[src/rtl/ahb_lite_cmd_master.sv]
// ahb_lite_cmd_master: turns a valid/ready command stream into single AHB-Lite transfers,
// overlapping address and data phases and replaying a transfer cancelled by an ERROR response.
module ahb_lite_cmd_master #(
  parameter int ADDR_W   = 32,
  parameter int DATA_W   = 32,
  parameter int PIPELINE = 1
) (
  input  logic              pad_core_clk,
  input  logic              pad_core_rst_b,
  input  logic              cmd_vld,
  output logic              cmd_rdy,
  input  logic              cmd_write,
  input  logic [ADDR_W-1:0] cmd_addr,
  input  logic [2:0]        cmd_size,
  input  logic [3:0]        cmd_prot,
  input  logic [DATA_W-1:0] cmd_wdata,
  output logic              rsp_vld,
  output logic [DATA_W-1:0] rsp_rdata,
  output logic              rsp_err,
  output logic [ADDR_W-1:0] haddr,
  output logic [2:0]        hburst,
  output logic [3:0]        hprot,
  output logic [2:0]        hsize,
  output logic [1:0]        htrans,
  output logic [DATA_W-1:0] hwdata,
  output logic              hwrite,
  input  logic [DATA_W-1:0] hrdata,
  input  logic              hready,
  input  logic              hresp
);

  localparam logic [1:0] ST_RUN      = 2'd0;
  localparam logic [1:0] ST_ERR_WAIT = 2'd1;
  localparam logic [1:0] ST_REPLAY   = 2'd2;

  localparam logic [1:0] HTRANS_IDLE   = 2'b00;
  localparam logic [1:0] HTRANS_NONSEQ = 2'b10;

  localparam int MAX_SIZE = $clog2(DATA_W / 8);

  function automatic logic cmd_legal(input logic [2:0] size, input logic [ADDR_W-1:0] addr);
    logic [ADDR_W-1:0] mask;
    mask = ~({ADDR_W{1'b1}} << size);
    return (int'(size) <= MAX_SIZE) && ((addr & mask) == '0);
  endfunction

  logic [1:0]        state;
  logic              rdy_en;
  logic              a_vld;
  logic              d_vld;
  logic              replay;
  logic [DATA_W-1:0] wdata_p0;
  logic              write_p1;

  logic legal;
  logic accept;
  logic acc_legal;
  logic acc_illegal;
  logic a_done;
  logic d_done;
  logic err_first;
  logic err_last;

  assign legal       = cmd_legal(cmd_size, cmd_addr);
  assign accept      = cmd_vld && cmd_rdy;
  assign acc_legal   = accept && legal;
  assign acc_illegal = accept && !legal;
  assign a_done      = a_vld && hready;
  assign d_done      = d_vld && hready;
  assign err_first   = (state == ST_RUN) && d_vld && hresp && !hready;
  assign err_last    = (state == ST_ERR_WAIT) && hready && hresp;

  assign hburst = 3'b000;

  // Illegal commands never touch the bus, so they wait for it to drain completely.
  always_comb begin
    cmd_rdy = 1'b0;
    if (rdy_en && state == ST_RUN) begin
      if (legal && PIPELINE != 0) cmd_rdy = !a_vld || hready;
      else                        cmd_rdy = !a_vld && !d_vld;
    end
  end

  always_ff @(posedge pad_core_clk or negedge pad_core_rst_b) begin
    if (!pad_core_rst_b) begin
      state     <= ST_RUN;
      rdy_en    <= 1'b0;
      a_vld     <= 1'b0;
      d_vld     <= 1'b0;
      replay    <= 1'b0;
      haddr     <= '0;
      hprot     <= 4'b0011;
      hsize     <= 3'b010;
      htrans    <= HTRANS_IDLE;
      hwdata    <= '0;
      hwrite    <= 1'b0;
      rsp_vld   <= 1'b0;
      rsp_rdata <= '0;
      rsp_err   <= 1'b0;
    end else begin
      rdy_en  <= 1'b1;
      rsp_vld <= 1'b0;

      // Address phase: haddr/hsize/hprot/hwrite double as the replay hold register
      if (acc_legal) begin
        haddr  <= cmd_addr;
        hsize  <= cmd_size;
        hprot  <= cmd_prot;
        hwrite <= cmd_write;
        htrans <= HTRANS_NONSEQ;
        a_vld  <= 1'b1;
      end else if (a_done) begin
        htrans <= HTRANS_IDLE;
        a_vld  <= 1'b0;
      end else if (err_first && a_vld) begin
        htrans <= HTRANS_IDLE;
        a_vld  <= 1'b0;
      end else if (err_last && replay) begin
        htrans <= HTRANS_NONSEQ;
        a_vld  <= 1'b1;
      end

      // Data phase
      if (a_done) begin
        d_vld <= 1'b1;
        if (hwrite) hwdata <= wdata_p0;
      end else if (d_done) begin
        d_vld <= 1'b0;
      end

      // Response
      if (d_done) begin
        rsp_vld   <= 1'b1;
        rsp_err   <= hresp;
        rsp_rdata <= write_p1 ? '0 : hrdata;
      end else if (acc_illegal) begin
        rsp_vld   <= 1'b1;
        rsp_err   <= 1'b1;
        rsp_rdata <= '0;
      end

      case (state)
        ST_RUN: begin
          if (err_first) begin
            state  <= ST_ERR_WAIT;
            replay <= a_vld;
          end
        end
        ST_ERR_WAIT: begin
          if (hready && hresp) state <= replay ? ST_REPLAY : ST_RUN;
        end
        default: begin
          state  <= ST_RUN;
          replay <= 1'b0;
        end
      endcase
    end
  end

  always_ff @(posedge pad_core_clk) begin
    if (acc_legal) wdata_p0 <= cmd_wdata;
    if (a_done)    write_p1 <= hwrite;
  end

endmodule

[config.mk]
export PLATFORM = sky130hd
export DESIGN_NAME = ahb_lite_cmd_master
export DESIGN_NICKNAME = d
export VERILOG_FILES = /design/src/rtl/ahb_lite_cmd_master.sv
export SDC_FILE = /design/constraint.sdc
export NUM_CORES = 1
export LEC_CHECK = 0
export BUFFER_PORTS_ARGS = -buffer_cell sky130_fd_sc_hd__buf_2
export CAP_MARGIN = 10
export CORE_MARGIN = 4
export CORE_UTILIZATION = 44
export DETAILED_ROUTE_END_ITERATION = 8
export GPL_ROUTABILITY_DRIVEN = 0
export PLACE_DENSITY = 0.84
export SYNTH_ARGS = -nofsm -noshare
export SYNTH_HDL_FRONTEND = slang
export SYNTH_SLANG_ARGS = --single-unit
[constraint.sdc]
create_clock -name pad_core_clk -period 3.3 [get_ports pad_core_clk]
set_input_delay 0 -clock pad_core_clk [delete_from_list [all_inputs] [get_ports pad_core_clk]]
set_output_delay 0 -clock pad_core_clk [all_outputs]
set_load 0.005 [all_outputs]
* After elaboration in Yosys (flattened, before gate mapping)
Index checks and enable logic that the tools add are counted.
** Word-level totals
- Flip-flop bits (word level) :: 147
- Input port bits :: 109
- Output and inout port bits :: 112
- Word-level logic and storage cells :: 78
** Cells by class
- Magnitude comparators :: 1
- Eq/ne operators :: 3
- Shift-type cells :: 1
- Mux-type cells :: 25
- Bitwise operators :: 3
- Reduce and logical (&&, ||, !) cells :: 29
** Operators with widths (count)
- 2-to-1 mux 32 bit :: 3
- bitwise AND 32 bit :: 1
- logical NOT 32 bit :: 1
- inverter 32 bit :: 1
- << shifter 32 x 3 -> 32 bit (first input constant) :: 1
- logical AND 1 bit :: 16
- 2-to-1 mux 2 bit :: 7
- 2-to-1 mux 1 bit :: 13
- AND reduction 2 bit :: 3
- logical NOT 1 bit :: 4
- case mux 2 bit (2 select lines) :: 1
- nonzero test 2 bit :: 2
- nonzero test 4 bit :: 1
- less-or-equal comparator 3 x 2 -> 1 bit (second input constant) :: 1
- equality test 2 x 1 -> 1 bit (second input constant) :: 1
- logical NOT 2 bit :: 1
- != test 2 x 1 -> 1 bit (second input constant) :: 1
- != test 2 bit (second input constant) :: 1
- case mux 1 bit (2 select lines) :: 1
- logical OR 1 bit :: 1
- inverter 1 bit :: 1

* Longest topological paths before layout
- Depth after elaboration :: 11
- Depth in mapped cells :: 6
- Depth with buffers taken out :: 4

* Worst setup path after synthesis
OpenSTA, ideal clock, no wires.
- Path kind :: register to register
- Start :: reg state[1]
- End :: reg wdata_p0[0], enable pin
- Arrival time :: 3032 ps
- Slack :: -193 ps
- Stages on the path, launching flop included :: 4
- Path buffers :: 0
- Clock period less this slack :: 3493 ps
- Cells stage by stage :: dfrtp_1 nor2_1 nand3_1 nor3_1
** Between the ends
- Word-level cells in the longest chain between the ends :: 5
** Ends and longest elaborated chain
- start: declaration :: line 47 : logic [1:0] state;
- start signal: assignment :: line 150 : if (hready && hresp) state <= replay ? ST_REPLAY : ST_RUN;
- logical NOT 2 bit :: line 78 : if (rdy_en && state == ST_RUN) begin
- logical AND 1 bit :: line 78
- 2-to-1 mux 1 bit :: line 78
- logical AND 1 bit :: line 65 : assign accept = cmd_vld && cmd_rdy;
- logical AND 1 bit :: line 66 : assign acc_legal = accept && legal;
- net acc_legal :: line 57 : logic acc_legal;
- end signal: assignment :: line 161 : if (acc_legal) wdata_p0 <= cmd_wdata;
- end: declaration :: line 52 : logic [DATA_W-1:0] wdata_p0;
The timed path passes the listed nets, and every way through them passes these cells.
A chain may end at the register's enable or synchronous reset.

* Worst setup path after layout
- Start :: reg state[1]
- End :: reg hsize[0]
** Between the ends
- Word-level cells in the longest chain between the ends :: 5
** Ends and longest elaborated chain
- logical NOT 2 bit :: line 78
- logical AND 1 bit :: line 78
- 2-to-1 mux 1 bit :: line 78
- logical AND 1 bit :: line 65
- logical AND 1 bit :: line 66
- end signal: assignment :: line 107 : hsize <= cmd_size;
- end: declaration :: line 23 : output logic [2:0] hsize,
No other way between the ends.

==> impl_metrics.py <==
metrics = {
    "pwr": {
        "p_per_area_mw_per_mm2": 659,
        "power_uw": 5560,
        "leakage_uw": 0.00416,
        "ir_drop_v": 0.000465,
    },
    "setup_path": {
        "cp.arrival_ns": 2.63,
        "endpoint_kind": "flop",
        "path_buf_inv": 1,
        "critPathMaxFanout": 36,
        "critPathTopFamily": "compound AO/OA/AOI/OAI gates",
        "max_stage_delay_ns": 0.66,
        "reg2regPathDepth": 5,
        "crit_chain": "nor2_1, nand3_1, a2111oi_4, buf_12, mux2_2",
        "required_ns": 3.58,
        "critPathLaunchType": "flop",
        "path_class": "flop to flop",
        "slowest_stage": "a2111oi_4",
        "cp_num_cells": 5,
    },
    "cts": {
        "cts_htree_levels": 4,
        "tritoncts": "done",
        "cts_buffer_depth": 2,
        "cts_resized": 0,
        "clock-sinks": 145,
        "numCtsBuffers": 17,
        "worstSkewPairLatency_ns": 0.41,
        "root_buffer": "clkbuf_16",
        "clk_pin_slew_worst_paths_ns": 0.06,
    },
    "floorplan": {
        "start_util_pct": 45.6,
        "die_y_um": 120,
        "die_area_sq_mm": 0.0145,
        "io_pins": 221,
        "die_w_um": 120,
        "rows": 40,
        "core_sq_mm": 0.0122,
    },
    "logic_synthesis": {
        "yosys_warnings": 0,
        "synthesis.instances": 406,
        "synth.avg_cell_area_sq_um": 13.7,
        "synth_area_sq_mm": 0.00555,
        "yosysUniqueCellTypes": 29,
        "ys_ff_latch": 145,
        "yosysSeqAreaShare_pct": 68.4,
    },
    "timing": {
        "finClkSkew_ns": 0.00573,
        "period_share_pct": 71.2,
        "maxSlewViolCount": 0,
        "hold_violations": 0,
        "rsz0062_at_grt": "no",
        "fin_crit_ns": 2.35,
        "tns_ns": 0,
        "fmax_mhz": 426,
        "setup_viol": 0,
        "tightest_slew_ns": 1.06,
        "fin_ws_ns": 0.952,
        "max_slew_margin_pct": 29.1,
    },
    "drt": {
        "vias": 4344,
        "drc_errors": 0,
        "vias_per_cell": 4.76,
        "drt.antenna.violating_nets": 0,
        "finalWirelength_mm": 15.3,
        "first_iter_violations": 272,
        "routedWlPerCell_um": 16.8,
        "dr.pass1.iters": 4,
    },
    "placed_design": {
        "port_buffers": 216,
        "place_ws_ns": 0.955,
        "place_hpwl_mm": 8.75,
    },
    "grt": {
        "grt_overflow": 0,
        "grt_pass1_vias": 4736,
        "grt_pass1_wl_mm": 24.5,
        "grt_usage_pct": 21.7,
        "grt_max_degree": 88,
        "antenna_found_initial": 1,
    },
    "min_path": {
        "worstHoldPathType": "input port to flop",
        "min_path_cells": 4,
    },
    "job": {
        "cap_violations": 0,
    },
    "run_status": {
        "status": "completed",
    },
    "cells_and_area": {
        "nets": 840,
        "num-fill-cells": 800,
        "syn_to_final_growth_pct": 51.9,
        "drive_above_1_share_pct": 44.1,
    },
}
-- kinds of logic after synthesis --
family / synth area share [%]
AOI/OAI and AO/OA: 7.51
DFF: 68.4
buffers and inverters: 4.94
other: 0.135
and+or+nand+nor: 4.22
muxes: 14.8
-- worst min-delay path, cell delays in order --
cell and delay [ns]:
buf_2 0.10, nand3_1 0.26, a2111oi_4 0.15, nor2b_1 0.10
-- cell type report --
type                       instances  area [sq um]  share of cell area (%)
antenna                            1          2.50                  0.0297
tap                              168           210                    2.49
timing repair buffer             330          2220                    26.4
clock buffer                      18           429                    5.09
multi-input combinational        205          1510                    17.9
clock inverter                    14           140                    1.66
inverter                          32           120                    1.42
sequential                       145          3800                    45.0
-- state kept, by name, summed over array words and instances, names as in the netlist --
register / flops
haddr: 32
rsp_vld: 1
rsp_rdata: 32
hprot: 4
rsp_err: 1
replay: 1
htrans: 1
hsize: 3
write_p1: 1
hwdata: 32
hwrite: 1
state: 2
rdy_en: 1
wdata_p0: 32
d_vld: 1
-- layer usage --
metal | vias up | part of all wire, % | global-route usage [%]
met5 | - | 0 | 0
met4 | 0 | 3.1 | 9.07
met3 | 38 | 8.4 | 7.72
met2 | 218 | 51 | 37.5
met1 | 2062 | 37 | 24.5
li1 | 2026 | - | -
-- Yosys cell counts --
cell type / n / area (sq um)
a2111oi_4: 1 / 27.5
a211o_1: 2 / 17.5
a211oi_1: 1 / 7.51
a21o_1: 3 / 22.5
a21oi_1: 3 / 15.0
a31oi_1: 1 / 6.26
and2_1: 2 / 12.5
buf_2: 3 / 15.0
buf_4: 5 / 37.5
buf_6: 4 / 45.0
clkbuf_1: 15 / 56.3
conb_1: 2 / 7.51
dfrtp_1: 109 / 2730
dfstp_2: 3 / 78.8
edfxtp_1: 33 / 991
inv_1: 32 / 120
mux2_1: 3 / 33.8
mux2_2: 69 / 777
mux2i_1: 1 / 10.0
nand2_1: 4 / 15.0
nand3_1: 1 / 5.00
nand4_1: 1 / 6.26
nor2_1: 35 / 131
nor2b_1: 3 / 18.8
nor3_1: 3 / 15.0
nor4_2: 1 / 12.5
o21ai_0: 64 / 320
or2_2: 1 / 6.26
or3_4: 1 / 11.3
-- power breakdown --
group          leakage (uW)  internal, uW  switching [uW]  total [uW]
Combinational       0.00216           684             522        1210
Sequential          0.00172          2270             239        2510
Clock              0.000283          1110             732        1840
Total               0.00416          4060            1490        5560
-- cell usage in the layout (no fill, tap or decap), types with 5 or more instances in the layout --
cell type      synthesis  final
buf_2                  3    215
dfrtp_1              109    109
dlygate4sd3_1          0    108
mux2_2                69     69
o21ai_0               64     64
nor2_1                35     35
edfxtp_1              33     33
inv_1                 32     32
clkbuf_16              0     17
buf_4                  5      6
conb_1                 2      5
-- metrics by stage --
stage | instance area, sq um | util, % | hold WS [ns] | std cells
3_3_place_gp | 6780 | 55.7 | 0.177 | 772
3_5_place_dp | 6780 | 55.7 | 0.178 | 772
6_report | 8430 | 69.3 | 0.251 | 913
5_1_grt | 8430 | 69.3 | 0.280 | 913
4_1_cts | 8430 | 69.3 | 0.238 | 912
2_1_floorplan | 5570 | - | -0.296 | 409
-- repair_timing --
| item | in CTS | in global routing |
|---|---|---|
| endpoints found under the setup margin | 0 | 0 |
| hold endpoints to repair | 192 | 0 |
| hold buffers | 108 | 0 |
| setup buffers | 0 | 0 |
-- worst paths after layout --
kind,endpoint,from,slack (ns)
setup / recovery,hsize[0],state[1],0.95
hold / removal,hsize[2],cmd_vld,0.25
setup reg to reg,hsize[0],state[1],0.95
hold reg to reg,hwdata[24],wdata_p0[24],0.48
max in group asynchronous,hprot[1],pad_core_rst_b,1.97
min in group asynchronous,hwdata[6],pad_core_rst_b,0.33
Note: power is estimated with default switching activity, not from simulation.
